<file path="src/rtl/led_ctrl_pkg.sv">
// led_ctrl_pkg: shared encodings, defaults and the pattern step function for the LED controller
package led_ctrl_pkg;

  localparam int PERIOD_W = 25;
  localparam logic [PERIOD_W-1:0] TICK_MAX_DEFAULT = 25'd24_999_999;
  localparam logic [7:0] PP_SEED = 8'h01;

  typedef enum logic [2:0] {
    MODE_ROT_L    = 3'd0,
    MODE_ROT_R    = 3'd1,
    MODE_BLINK    = 3'd2,
    MODE_PINGPONG = 3'd3,
    MODE_STATIC   = 3'd4
  } mode_e;

  typedef enum logic [1:0] {
    ST_RUN   = 2'd0,
    ST_PAUSE = 2'd1,
    ST_APPLY = 2'd2
  } state_e;

  // Encodings 5-7 are reserved and must be rejected.
  function automatic logic mode_reserved(input logic [2:0] m);
    return m > 3'd4;
  endfunction

  // Next LED value for one pattern step; PINGPONG shifts toward dir_left.
  function automatic logic [7:0] step_led(input mode_e m, input logic [7:0] l, input logic dir_left);
    return m == MODE_ROT_L    ? {l[6:0], l[7]} :
           m == MODE_ROT_R    ? {l[0], l[7:1]} :
           m == MODE_BLINK    ? ~l :
           m == MODE_PINGPONG ? (dir_left ? {l[6:0], 1'b0} : {1'b0, l[7:1]}) :
           l;
  endfunction

endpackage

</file>
<file path="src/rtl/led_tick_gen.sv">
// led_tick_gen: programmable period counter producing a step strobe and a registered tick pulse
module led_tick_gen
  import led_ctrl_pkg::*;
(
  input  logic                clk,
  input  logic                rstn,
  input  logic                clear,
  input  logic                enable,
  input  logic [PERIOD_W-1:0] period,
  output logic                hit,
  output logic                tick
);

  logic [PERIOD_W-1:0] cnt_q, cnt_d;
  logic                tick_q, tick_d;

  // Count while enabled, wrap to zero on reaching the period, clear on request.
  always_comb begin
    hit    = enable && (cnt_q == period);
    cnt_d  = clear ? '0 : hit ? '0 : enable ? cnt_q + 25'd1 : cnt_q;
    tick_d = hit;
  end

  // Counter and tick registers.
  always_ff @(posedge clk or negedge rstn) begin
    if (!rstn) begin
      cnt_q  <= '0;
      tick_q <= 1'b0;
    end else begin
      cnt_q  <= cnt_d;
      tick_q <= tick_d;
    end
  end

  assign tick = tick_q;

endmodule

</file>
<file path="src/rtl/led_pattern_ctrl.sv">
// led_pattern_ctrl: configurable LED pattern sequencer with run/pause/apply control FSM
module led_pattern_ctrl
  import led_ctrl_pkg::*;
#(
  parameter logic [PERIOD_W-1:0] TICK_MAX = TICK_MAX_DEFAULT
) (
  input  logic                clk,
  input  logic                rstn,
  input  logic                cfg_valid,
  output logic                cfg_ready,
  input  logic [2:0]          cfg_mode,
  input  logic [7:0]          cfg_pattern,
  input  logic [PERIOD_W-1:0] cfg_period,
  input  logic                run_en,
  output logic [7:0]          led,
  output logic                tick,
  output logic                cfg_err
);

  state_e              state_q, state_d;
  mode_e               mode_q, mode_d;
  logic [7:0]          led_q, led_d;
  logic [PERIOD_W-1:0] period_q, period_d;
  logic                dir_q, dir_d;
  logic [2:0]          pmode_q, pmode_d;
  logic [7:0]          ppat_q, ppat_d;
  logic [PERIOD_W-1:0] pper_q, pper_d;
  logic                err_q, err_d;
  logic                xfer, apply_ok, hit;

  assign cfg_ready = state_q != ST_APPLY;

  led_tick_gen u_tick (
    .clk    (clk),
    .rstn   (rstn),
    .clear  (apply_ok),
    .enable (state_q == ST_RUN),
    .period (period_q),
    .hit    (hit),
    .tick   (tick)
  );

  // Next state, config capture/apply and pattern stepping; a transfer pre-empts a coincident step.
  always_comb begin
    xfer     = cfg_valid && cfg_ready;
    apply_ok = (state_q == ST_APPLY) && !mode_reserved(pmode_q);
    state_d  = state_q == ST_APPLY ? (run_en ? ST_RUN : ST_PAUSE) :
               xfer ? ST_APPLY : run_en ? ST_RUN : ST_PAUSE;
    mode_d   = mode_q;
    led_d    = led_q;
    period_d = period_q;
    dir_d    = dir_q;
    pmode_d  = xfer ? cfg_mode : pmode_q;
    ppat_d   = xfer ? cfg_pattern : ppat_q;
    pper_d   = xfer ? cfg_period : pper_q;
    err_d    = xfer && mode_reserved(cfg_mode);
    if (apply_ok) begin
      mode_d   = mode_e'(pmode_q);
      led_d    = pmode_q == MODE_PINGPONG ? PP_SEED : ppat_q;
      period_d = pper_q;
      dir_d    = 1'b1;
    end else if (hit && !xfer) begin
      led_d = step_led(mode_q, led_q, dir_q);
      dir_d = mode_q != MODE_PINGPONG ? dir_q :
              led_d == 8'h80 ? 1'b0 : led_d == 8'h01 ? 1'b1 : dir_q;
    end
  end

  // State and configuration registers; reset drops any pending configuration.
  always_ff @(posedge clk or negedge rstn) begin
    if (!rstn) begin
      state_q  <= ST_RUN;
      mode_q   <= MODE_ROT_L;
      led_q    <= PP_SEED;
      period_q <= TICK_MAX;
      dir_q    <= 1'b1;
      pmode_q  <= '0;
      ppat_q   <= '0;
      pper_q   <= '0;
      err_q    <= 1'b0;
    end else begin
      state_q  <= state_d;
      mode_q   <= mode_d;
      led_q    <= led_d;
      period_q <= period_d;
      dir_q    <= dir_d;
      pmode_q  <= pmode_d;
      ppat_q   <= ppat_d;
      pper_q   <= pper_d;
      err_q    <= err_d;
    end
  end

  assign led     = led_q;
  assign cfg_err = err_q;

endmodule

</file>
<file path="config.mk">
export PLATFORM = sky130hd
export DESIGN_NAME = led_pattern_ctrl
export DESIGN_NICKNAME = d
export VERILOG_FILES = /design/src/rtl/led_ctrl_pkg.sv /design/src/rtl/led_tick_gen.sv /design/src/rtl/led_pattern_ctrl.sv
export SDC_FILE = /design/constraint.sdc
export NUM_CORES = 1
export LEC_CHECK = 0
export ABC_AREA = 1
export CELL_PAD_IN_SITES_DETAIL_PLACEMENT = 0
export CELL_PAD_IN_SITES_GLOBAL_PLACEMENT = 1
export CORE_ASPECT_RATIO = 1.5
export CORE_MARGIN = 8
export CORE_UTILIZATION = 42
export CTS_CLUSTER_DIAMETER = 30
export CTS_CLUSTER_SIZE = 10
export DETAILED_ROUTE_END_ITERATION = 10
export GPL_TIMING_DRIVEN = 0
export HOLD_SLACK_MARGIN = 0.1
export PLACE_DENSITY = 0.91
export SYNTH_ARGS = -nofsm -noshare
export SYNTH_HDL_FRONTEND = slang
export SYNTH_SLANG_ARGS = --single-unit
</file>
<file path="constraint.sdc">
create_clock -name clk -period 2.47 [get_ports clk]
set_input_delay 0.247 -clock clk [delete_from_list [all_inputs] [get_ports clk]]
set_output_delay 0.247 -clock clk [all_outputs]
set_load 0.03 [all_outputs]
</file>
Yosys cells after proc, flatten, opt, wreduce, memory -nomap -nowiden
Cells that the tools add are included.

ROM bits: 0. Logic and storage cells: 58. Input bits: 40. Memory bits (writable): 0. Output and inout bits: 11. Flip-flop bits (word level): 102. Bits in latches: 0. Memories kept: 0.

Equality and inequality tests: 11. Bitwise operators: 1. $mul: 0. Reduce and logical (&&, ||, !) cells: 13. Order comparisons: 2. Shifts and indexed selects: 0. Divide/modulo/power cells: 0. $add $sub $neg: 1. Mux-type cells: 19.

Operators with widths (number): 25-bit 2-to-1 mux (3); 8-bit 2-to-1 mux (8); 25-bit by 1-bit adder with 25-bit output (second input constant) (1); 25-bit == test (1); 3-bit by 2-bit == test with 1-bit output (second input constant) (3); 8-bit by 1-bit == test with 1-bit output (second input constant) (1); 8-bit == test (second input constant) (1); 8-bit inverter (1); 3-bit > comparator (second input constant) (2); 1-bit 2-to-1 mux (6); 3-bit nonzero test (2); 1-bit logical AND (5); 2-bit 2-to-1 mux (2); 3-bit by 1-bit == test with 1-bit output (second input constant) (1); 3-bit zero test (1); 3-bit by 2-bit != test with 1-bit output (second input constant) (1); 3-bit AND reduction (1); 2-bit == test (second input constant) (1); 1-bit zero test (2); 2-bit zero test (1); 2-bit by 1-bit != test with 1-bit output (second input constant) (1); 2-bit != test (second input constant) (1); 2-bit nonzero test (1).

Logic depth before layout (Yosys ltp)
Depth in word-level cells: 11. Depth in mapped cells: 16. Mapped depth without buffers: 15.

By module
From an unflattened synthesis, not the netlist that was laid out.

Cells, all modules: 873. Area, all modules: 6040.8 µm².

By module, submodules not included: led_pattern_ctrl (times used 1, cells an instance 466, area an instance 3619.7 µm², seq. area each 1925.6 µm²); led_tick_gen (times used 1, cells an instance 407, area an instance 2421.1 µm², seq. area each 650.6 µm²).

Worst setup path before layout
Ideal clock, no wire load.

Kind: flip-flop to flip-flop. Start point: register u_tick.cnt_q[0]. End point: register u_tick.cnt_q[20]. Library setup time: 0.066 ns. Stages on the path, launching flop included: 12. Path slack: 0.709 ns. Data required time: 2.404 ns. Arrival time: 1.695 ns. Path buffers: 0. Clock period less this slack: 1.761 ns. Path through: dfrtp_1 > ha_1 > nand2_1 > nor3b_2 > nand2_2 > nor3_4 > nand2_2 > nor2_4 > nand4_2 > o21bai_1 > nand3_1 > nand2_1.

Word-level cells in the longest chain between the ends: 4. Elaborated cells on any way between the ends: 7. Classes of those cells: 1 x add/sub; 1 x eq/ne; 3 x mux; 2 x reduce/logical.

RTL lines: start: declaration (line led_tick_gen.sv:14) `logic [PERIOD_W-1:0] cnt_q, cnt_d;`; start signal: assignment (line led_tick_gen.sv:30) `cnt_q <= cnt_d;`; 25-bit by 1-bit adder with 25-bit output or 25-bit == test (tied branches) (line led_tick_gen.sv:20, led_tick_gen.sv:19); 25-bit 2-to-1 mux or 1-bit logical AND (tied branches) (line led_tick_gen.sv:20, led_tick_gen.sv:19); 25-bit 2-to-1 mux (2 in series) (line led_tick_gen.sv:20) `cnt_d = clear ? '0 : hit ? '0 : enable ? cnt_q + 25'd1 : cnt_q;`.

Several ways; a longest one is shown, not always the timed one. The select of a mux whose other input is x is not followed. A chain may end at the register's enable or synchronous reset.

Worst setup path after layout
Start point: register u_tick.cnt_q[5]. End point: register u_tick.cnt_q[6].

The elaborated chain is that of the path after synthesis.

==> results.json <==
{
  "status": "complete, no violations",
  "pin_count": 51,
  "routed_wirelength_mm": 13.19,
  "ys_types": 39,
  "port_buffers": 50,
  "grt_max_degree": 72,
  "max_freq_ghz": 0.4575,
  "via_per_inst": 5.028,
  "nFillCells": 1211,
  "synth_flop_cell": "dfrtp_1",
  "synth_edf_count": 0,
  "antenna_found_initial": 0,
  "synthArstFlopShare": 1.000,
  "syn_area_um2": 5238,
  "antenna_cells": 0,
  "cp_max_fo": 10,
  "peakVddDrop_uv": 377.2,
  "fin_crit_ns": 2.186,
  "yosysSeqAreaShare": 0.4919,
  "synthToLayoutAreaGrowth_pct": 19.83,
  "hpwl_mm": 9.897,
  "mostFrequentLayoutCell": "nand2_1",
  "use_met3": 0.03218,
  "setup_viol": 0,
  "synth-seq-cells": 102,
  "critPathCaptureType": "flip-flop",
  "grt_pass1_vias": 4755,
  "cp.required_ns": 2.69,
  "start_util": 0.4250,
  "grtUsageMet1": 0.2023,
  "post-cts-setup-buffers": 0,
  "core.rowCount": 50,
  "slew_viol_final": 0,
  "finalClockSkew_ns": 0.007307,
  "num_vias": 4606,
  "power.leakage_nw": 2.991,
  "cts.sinks": 102,
  "fin_hold_ws_ns": 0.3899,
  "worstMarginPinSlew_ns": 0.6549,
  "insertion_delay_ns": 0.35,
  "clock-root-buffer": "clkbuf_16",
  "fin_nets": 796,
  "synth_fp_nets": 733,
  "period_share": 0.8849,
  "grt-ovfl-total": 0,
  "drc": 0,
  "yosys_warnings": 0,
  "drt-initial-drc-count": 209,
  "min_path_type": "in -> async",
  "grt_usage": 0.1685,
  "cts_tree": "built",
  "grt_pass1_wl_mm": 22.56,
  "fin_tns_setup_ns": 0,
  "ctsHtreeMaxLevel": 3,
  "syn_inst": 692,
  "layout_common_cells": "nand2_1, dfrtp_1, inv_1",
  "cts_buffer_depth": 2,
  "top_usage_layer": "met2",
  "maxCapViolations": 0,
  "critPathLaunchType": "flip-flop",
  "dieWidth_um": 107.2,
  "path_clk_slew_ns": 0.07,
  "drtAntennaViolNets": 0,
  "post_drt_wl_per_cell_um": 14.40,
  "die_area_um2": 16370,
  "syn_area_per_cell_um2": 7.569,
  "setup.worst_path.class": "reg -> reg",
  "core_area_um2": 12320,
  "met2_usage": 0.2856,
  "r2r_setup_slack_ns": 0.28,
  "max_slew_margin": 0.5634,
  "cp.arrival_ns": 2.40,
  "power_w": 0.005497,
  "drive_gt1_frac": 0.09079,
  "rsz0062_at_grt": "false",
  "gp_congestion": 0.8847,
  "cts_buffers": 9,
  "power_density_nw_per_um2": 875.9,
  "firstDrtPassIters": 4,
  "die_y_um": 152.8,
  "hold_viol_final": 0
}
stage by stage:
step,setup WS [ns],cells,util,cell area (um2)
6_report,0.2844,916,0.5092,6276
3_3_place_gp,-2.606,898,0.4814,5933
5_1_grt,0.1248,916,0.5092,6276
4_1_cts,0.1189,916,0.5088,6271
2_1_floorplan,0.7093,692,-,5238
3_5_place_dp,0.1340,899,0.4835,5958
cell type report:
| type | count | area (um2) | area share |
|---|---|---|---|
| Buffer | 21 | 88.84 | 0.01415 |
| Inverter | 63 | 236.5 | 0.03768 |
| Timing Repair Buffer | 52 | 535.5 | 0.08533 |
| Sequential cell | 102 | 2576 | 0.4105 |
| Tap cell | 156 | 195.2 | 0.03110 |
| Multi-Input combinational cell | 506 | 2341 | 0.3730 |
| Clock buffer | 13 | 260.3 | 0.04147 |
| Clock inverter | 3 | 42.54 | 0.006778 |
cell usage after synthesis (all sizes together), types with 8 or more instances:
cell type / n / area, um2
a21oi: 20 / 100.1
dfrtp: 83 / 2077
xnor2: 8 / 70.07
clkbuf: 15 / 56.30
dfstp: 19 / 499.2
nand3: 33 / 175.2
nand2: 301 / 1147
inv: 61 / 229.0
nor3: 17 / 101.4
nor2: 41 / 191.4
a211oi: 8 / 60.06
o21ai: 44 / 220.2
state kept, by name, indices dropped and copies added, names as in the netlist:
| name | cells |
|---|---|
| cfg_err | 1 |
| dir_q | 1 |
| led | 8 |
| mode_q | 3 |
| period_q | 25 |
| pmode_q | 3 |
| ppat_q | 8 |
| pper_q | 25 |
| state_q | 2 |
| u_tick.cnt_q | 25 |
| u_tick.tick | 1 |
repair_timing:
item,4_1_cts,5_1_grt
endpoints found under the setup margin,0,7
resized for setup,0,1
endpoints found under the hold margin,26,0
hold buffers,1,0
critical path, stage by stage, from the launching register on:
cell      delay (ns)
dfrtp_1         0.44
inv_1           0.12
o21ai_0         0.14
nor3_1          0.22
nand4_1         0.15
nor3_2          0.25
nand2_1         0.21
nand2_2         0.18
buf_2           0.25
a211oi_1        0.08
where the power goes:
part           switching (W)  internal, W  total [W]  leakage, nW
Sequential          0.000299      0.00204    0.00234         1.26
Combinational        0.00106     0.000649    0.00171         1.58
Clock               0.000609     0.000840    0.00145        0.146
layer usage:
layer | routed length (um) | up-vias | share of wire
met3 | 433 | 22 | 0.033
li1 | - | 2326 | -
met5 | 0 | - | 0
met2 | 6703 | 74 | 0.51
met4 | 316 | 0 | 0.024
met1 | 5735 | 2184 | 0.43
cell families (layout without fill, tap and decap cells):
family,count (synthesis),after routing,share of synthesized area
AO/OA/AOI/OAI,88,88,0.09460
XOR/XNOR,14,14,0.02341
adder cells (fa/ha/maj),1,1,0.002389
buffers and inverters,84,152,0.06211
flip-flops,102,102,0.4919
AND/OR/NAND/NOR,403,403,0.3256
worst paths after layout:
path                                                   from                           to  depth (start not counted)
worst max-delay path            u_tick.cnt_q[5]$_DFFE_PN0P_  u_tick.cnt_q[6]$_DFFE_PN0P_                          9
worst min-delay path                                   rstn       pper_q[16]$_DFFE_PN0P_                          2
worst max register to register  u_tick.cnt_q[5]$_DFFE_PN0P_  u_tick.cnt_q[6]$_DFFE_PN0P_                          9
worst min register to register        pper_q[6]$_DFFE_PN0P_      period_q[6]$_DFFE_PN0P_                          2
max in group asynchronous                              rstn            dir_q$_DFFE_PN1P_                          3
min in group clk                              cfg_period[6]        pper_q[6]$_DFFE_PN0P_                          3
Note: power is estimated with default switching activity, not from simulation.
